--- src/rtl/uart_count_shift.sv ---
// ---------------------------------------------------------------------------
// uart_count_shift
//
// Register datapath for the UART block. It holds one up-counter and one
// serial-in/parallel-out shift register. Each has its own enable, and they
// share a clock and a reset. The UART controller sequences the block only
// through the enables and the reset. The block has no state machine of its
// own.
//
// Parameters
//   D_WIDTH : counter width in bits (1..32)
//   WIDTH   : shift-register width in bits (1..32)
//
// Ports
//   clk          : rising-edge clock
//   rst          : asynchronous active-high reset. Clears the counter and
//                  presets the shift register to all ones (idle line).
//   en           : counter increment enable
//   count        : registered counter value
//   count_max    : high when count == 2^D_WIDTH-1 (decode of count)
//   shift_en     : shift enable
//   serial_in    : raw rx line, not synchronized here
//   parallel_out : registered shift-register contents
//   all_zero     : high when parallel_out is all zeros (start-bit detect)
//
// Build option
//   UART_COUNT_SAT_EN : when defined, the counter saturates at
//                       2^D_WIDTH-1 instead of wrapping to 0.
// ---------------------------------------------------------------------------
module uart_count_shift #(
    parameter int D_WIDTH = 16,
    parameter int WIDTH   = 8
) (
    input  logic               clk,
    input  logic               rst,
    input  logic               en,
    output logic [D_WIDTH-1:0] count,
    output logic               count_max,
    input  logic               shift_en,
    input  logic               serial_in,
    output logic [WIDTH-1:0]   parallel_out,
    output logic               all_zero
);

    localparam logic [D_WIDTH-1:0] COUNT_TOP = {D_WIDTH{1'b1}};
    localparam logic [WIDTH-1:0]   SR_IDLE   = {WIDTH{1'b1}};

    // Next counter value for an enabled edge. Terminal-count behaviour is
    // chosen at build time.
    function automatic logic [D_WIDTH-1:0] next_count(input logic [D_WIDTH-1:0] cur);
`ifdef UART_COUNT_SAT_EN
        // Hold at the top so a missed terminal compare cannot run away.
        if (cur == COUNT_TOP)
            return cur;
        return cur + D_WIDTH'(1);
`else
        return cur + D_WIDTH'(1);
`endif
    endfunction

    // Right shift with the new bit entering at the MSB. With LSB-first
    // framing, the first received bit ends up in bit 0 after WIDTH shifts.
    // A one-bit register simply loads the incoming bit.
    logic [WIDTH-1:0] shift_next;

    generate
        if (WIDTH == 1) begin : g_sr_single
            assign shift_next = serial_in;
        end else begin : g_sr_multi
            assign shift_next = {serial_in, parallel_out[WIDTH-1:1]};
        end
    endgenerate

    // Counter register
    always_ff @(posedge clk or posedge rst) begin
        if (rst)
            count <= '0;
        else if (en)
            count <= next_count(count);
    end

    // Shift register. The reset value is the idle line, so a freshly reset
    // window never reads as a start bit.
    always_ff @(posedge clk or posedge rst) begin
        if (rst)
            parallel_out <= SR_IDLE;
        else if (shift_en)
            parallel_out <= shift_next;
    end

    // Pure decodes of registered state.
    assign count_max = (count == COUNT_TOP);
    assign all_zero  = (parallel_out == '0);

endmodule

--- config.mk ---
export PLATFORM = sky130hd
export DESIGN_NAME = uart_count_shift
export DESIGN_NICKNAME = d
export VERILOG_FILES = /design/src/rtl/uart_count_shift.sv
export SDC_FILE = /design/constraint.sdc
export NUM_CORES = 1
export LEC_CHECK = 0
export ABC_AREA = 1
export CAP_MARGIN = 5
export CELL_PAD_IN_SITES_DETAIL_PLACEMENT = 2
export CELL_PAD_IN_SITES_GLOBAL_PLACEMENT = 2
export CORE_MARGIN = 5
export CORE_UTILIZATION = 38
export DETAILED_ROUTE_END_ITERATION = 8
export DONT_BUFFER_PORTS = 1
export HOLD_SLACK_MARGIN = 0.15
export PLACE_DENSITY_LB_ADDON = 0.05
export SLEW_MARGIN = 10
export SYNTH_ARGS = -nofsm -noshare
export SYNTH_HDL_FRONTEND = slang
export SYNTH_SLANG_ARGS = --single-unit
--- constraint.sdc ---
create_clock -name clk -period 2.8 [get_ports clk]
set_input_delay 0.84 -clock clk [delete_from_list [all_inputs] [get_ports clk]]
set_output_delay 0.84 -clock clk [all_outputs]
set_load 0.005 [all_outputs]
=== Yosys cells after proc, flatten, opt, wreduce, memory -nomap -nowiden ===
Cells that the tools add are included.

* Register bits after elaboration: 24
* Input bits: 5
* Output and inout port bits: 26
* Logic and storage cells: 5

* Add/sub/neg operators: 1
* Equality and inequality tests: 1
* Reduce and logical (&&, ||, !) cells: 1

{| class="wikitable"
|+ Operators by type and width
! operator !! count
|-
| adder 16 x 1 -> 16 bit, second input constant || 1
|-
| == test 16 bit, second input constant || 1
|-
| zero test 8 bit || 1
|}

=== Logic depth before layout (Yosys ltp) ===
* Depth after elaboration: 1
* Mapped depth: 8
* Depth with buffers taken out: 8

=== Worst setup path before layout ===
Ideal clock, no wire load.

* Path kind: register -> output
* Start point: reg count[5]
* End point: out count_max
* Arrival time: 0.984 ns
* Required time: 1.960 ns
* Setup slack: 0.976 ns
* Stages on the path, launching flop included: 5
* Path buffers: 0
* Path through: dfrtp_1 -> nand2_1 -> nor2_2 -> nand2_1 -> nor4_1

* Word-level cells in the longest chain between the ends: 1

{| class="wikitable"
|+ RTL lines
! what !! RTL line !! text
|-
| start: declaration || 37 || <nowiki>output logic [D_WIDTH-1:0] count,</nowiki>
|-
| start signal: assignment || 79 || <nowiki>count <= next_count(count);</nowiki>
|-
| == test 16 bit || 92 || <nowiki>assign count_max = (count == COUNT_TOP);</nowiki>
|-
| end: declaration || 38 || <nowiki>output logic count_max,</nowiki>
|}

No other way between the ends.

=== Worst setup path in the final report ===
Same ends and word-level chain as after synthesis.

==> flow_metrics.py <==
metrics = {
    "outcome": {
        "outcome": "finished, final reports clean",
    },
    "cts": {
        "post_cts_resize_count": 0,
        "cts_hold_buf": 0,
        "htree_levels": 1,
        "clk_path_buf_depth": 2,
        "clock_latency_ps": 310,
        "cts_num_sinks": 24,
        "tritoncts": "yes",
        "post_cts_buffers": 0,
        "root_buffer": "clkbuf_4",
        "cts_buffers": 3,
        "path_clk_slew_ps": 140,
    },
    "synthesis": {
        "ys_types": 20,
        "yosysTopAreaCell": "dfrtp_1",
        "synth_edf_count": 0,
        "synth_nets": 135,
        "ys_top_cells_by_area": "dfrtp_1, dfstp_2, nand2_1, inv_1, xor2_1",
        "synthFlopType": "dfrtp_1",
        "synthTopCellsByCount": "nand2_1, inv_1, dfrtp_1, nor2_1, o21ai_0",
        "yosys_warnings": 0,
        "yosys_register_bits": 24,
        "netlist_instances": 129,
        "syn_area_mm2": 0.00114,
        "ys_seq_area_share_pct": 53.7,
        "postSynth.asyncResetShare_pct": 100,
        "yosysMostFrequentCell": "nand2_1",
        "synth_top_area_share_pct": 35.2,
        "synth_area_per_cell_um2": 8.81,
    },
    "sta": {
        "worst_slack_ps": 394,
        "finClkSkew_ps": 8.15,
        "fin_crit_ps": 2410,
        "hold_viol_final": 0,
        "max_freq_mhz": 416,
        "rsz0062_at_grt": "false",
        "drv_slew": 0,
        "setup_viol": 0,
        "slew_headroom_pct": 55.8,
        "tightest_slew_ps": 662,
        "fin_tns_setup_ps": 0,
        "fin_crit_sh_pct": 85.9,
    },
    "power_and_ir_drop": {
        "internal-power_uw": 535,
        "powerDensity_mw_per_mm2": 674,
        "switching_share_pct": 34.1,
        "switchingPower_uw": 277,
        "seq_power_share_pct": 62.4,
        "leakage_uw": 0.000575,
        "p_clk_share_pct": 19.7,
        "peakVddDrop_mv": 0.311,
        "pwr-share-comb_pct": 17.9,
        "power_uw": 812,
    },
    "layout": {
        "final_util_pct": 43.0,
        "nNetsFinal": 140,
        "areaGrowthSynthToFinish_pct": 6.06,
        "antenna_cells": 0,
        "drive_gt1_share_pct": 15.0,
    },
    "floorplanning": {
        "start_util_pct": 40.5,
        "die_area_mm2": 0.00418,
        "row_count": 19,
        "ios": 31,
        "die_y_um": 64.7,
        "core_mm2": 0.00281,
        "die_w_um": 64.7,
    },
    "global_route": {
        "grt_max_degree": 18,
        "antenna_found_initial": 0,
        "grt_overflow": 0,
        "grt_pass1_wl_um": 4680,
        "groute.usage.overall_pct": 14.6,
        "first_global_vias": 915,
    },
    "place": {
        "gp_congestion": 0.745,
        "io_buffers": 0,
        "hpwl_um": 2280,
        "preCtsSetupSlack_ps": 701,
    },
    "detailed_routing": {
        "drt_iter0_markers": 31,
        "route.detailed.drc": 0,
        "drt-total-wl_um": 2800,
        "firstDrtPassIters": 4,
        "viasPerCell": 5.06,
        "vias": 830,
        "ant_nets": 0,
        "routedWlPerCell_um": 17.1,
    },
    "critical_path": {
        "r2r-end": "count[14]",
        "critPathMaxFanout": 4,
        "crit_path_start_kind": "register",
        "cp_common_cell": "nand2_1",
        "worstSetupPathType": "reg -> out",
        "rr_worst_depth": 8,
        "startpoint": "count[5]",
        "rr_startpoint": "count[0]",
        "worstPathRequired_ps": 1960,
        "slowest_delay_ps": 440,
        "rrSetupSlack_ps": 1360,
        "critPathSlowestCell": "dfrtp_1",
        "crit_chain": "nand2_1 > nor2_2 > nand2_1 > nor4_1",
        "cp.arrival_ps": 1570,
        "end_kind": "output pin",
        "crit_path_end": "count_max",
    },
    "worst_hold_path": {
        "min-delay-path-class": "in -> async",
    },
    "job": {
        "max_cap_violations": 0,
    },
}
## critical path: cells and delay by family, from the launching register on
family | cells | cell delay [ps]
DFF | 1 | 440
and+or+nand+nor | 4 | 800
## logic make-up after synthesis
group | synth area share, %
simple gates | 25.0
buf+inv | 7.27
flops | 53.7
fa+ha+maj | 1.10
compound gates | 4.40
xor+xnor | 8.48
## through the flow
step | hold slack, ps | instances | cell area (um^2)
2_1_floorplan | 474 | 129 | 1140
3_3_place_gp | 491 | 160 | 1180
3_5_place_dp | 505 | 160 | 1180
4_1_cts | 498 | 164 | 1200
5_1_grt | 515 | 164 | 1200
6_report | 485 | 164 | 1200
## routing by layer
layer  global-route usage [%]  part of all wire [%]  vias to the layer above
met5                        0                     0                        -
met4                     5.54                  0.72                        0
met3                     4.32                   5.3                        2
met2                     24.6                    49                       19
met1                     17.7                    45                      407
li1                         -                     -                      402
## state kept, by name, summed over array words and instances (netlist names)
signal,count
parallel_out,8
count,16
## power by group through the flow
stage               combinational, uW  sequential [uW]  clock, uW
floorplan                         116              493          0
global placement                  136              514          0
detailed placement                150              518          0
CTS                               151              511        169
global route                      168              522        187
finish                            146              506        160
## cells in the final DEF, fill, tap and decap left out, types with 2 or more instances in the layout
cell type   n
nor2_1      9
clkbuf_4    3
nor2_2      2
xor2_1      6
inv_1      20
dfstp_2     8
nand2_1    34
dfrtp_1    16
xnor2_1     5
nand3_1     7
nand4_1     2
nor2_4      3
o21ai_0     9
## worst min-delay path by stage
stage	start	to	slack (ps)
after floorplan	parallel_out[1]	parallel_out[0]	470
after global placement	parallel_out[1]	parallel_out[0]	490
after detailed placement	parallel_out[1]	parallel_out[0]	500
after CTS	rst	count[9]	500
after global routing	rst	count[9]	510
final	rst	count[9]	480
## area by class of cell
| cell class | instances | area [um^2] |
|---|---|---|
| Clock buffer | 4 | 26.3 |
| Fill cell | 338 | 1600 |
| Inverter | 21 | 78.8 |
| Multi-Input combinational cell | 83 | 443 |
| Sequential cell | 24 | 611 |
| Tap cell | 31 | 38.8 |
| Timing Repair Buffer | 1 | 7.51 |
Note: power is estimated with default switching activity, not from simulation.
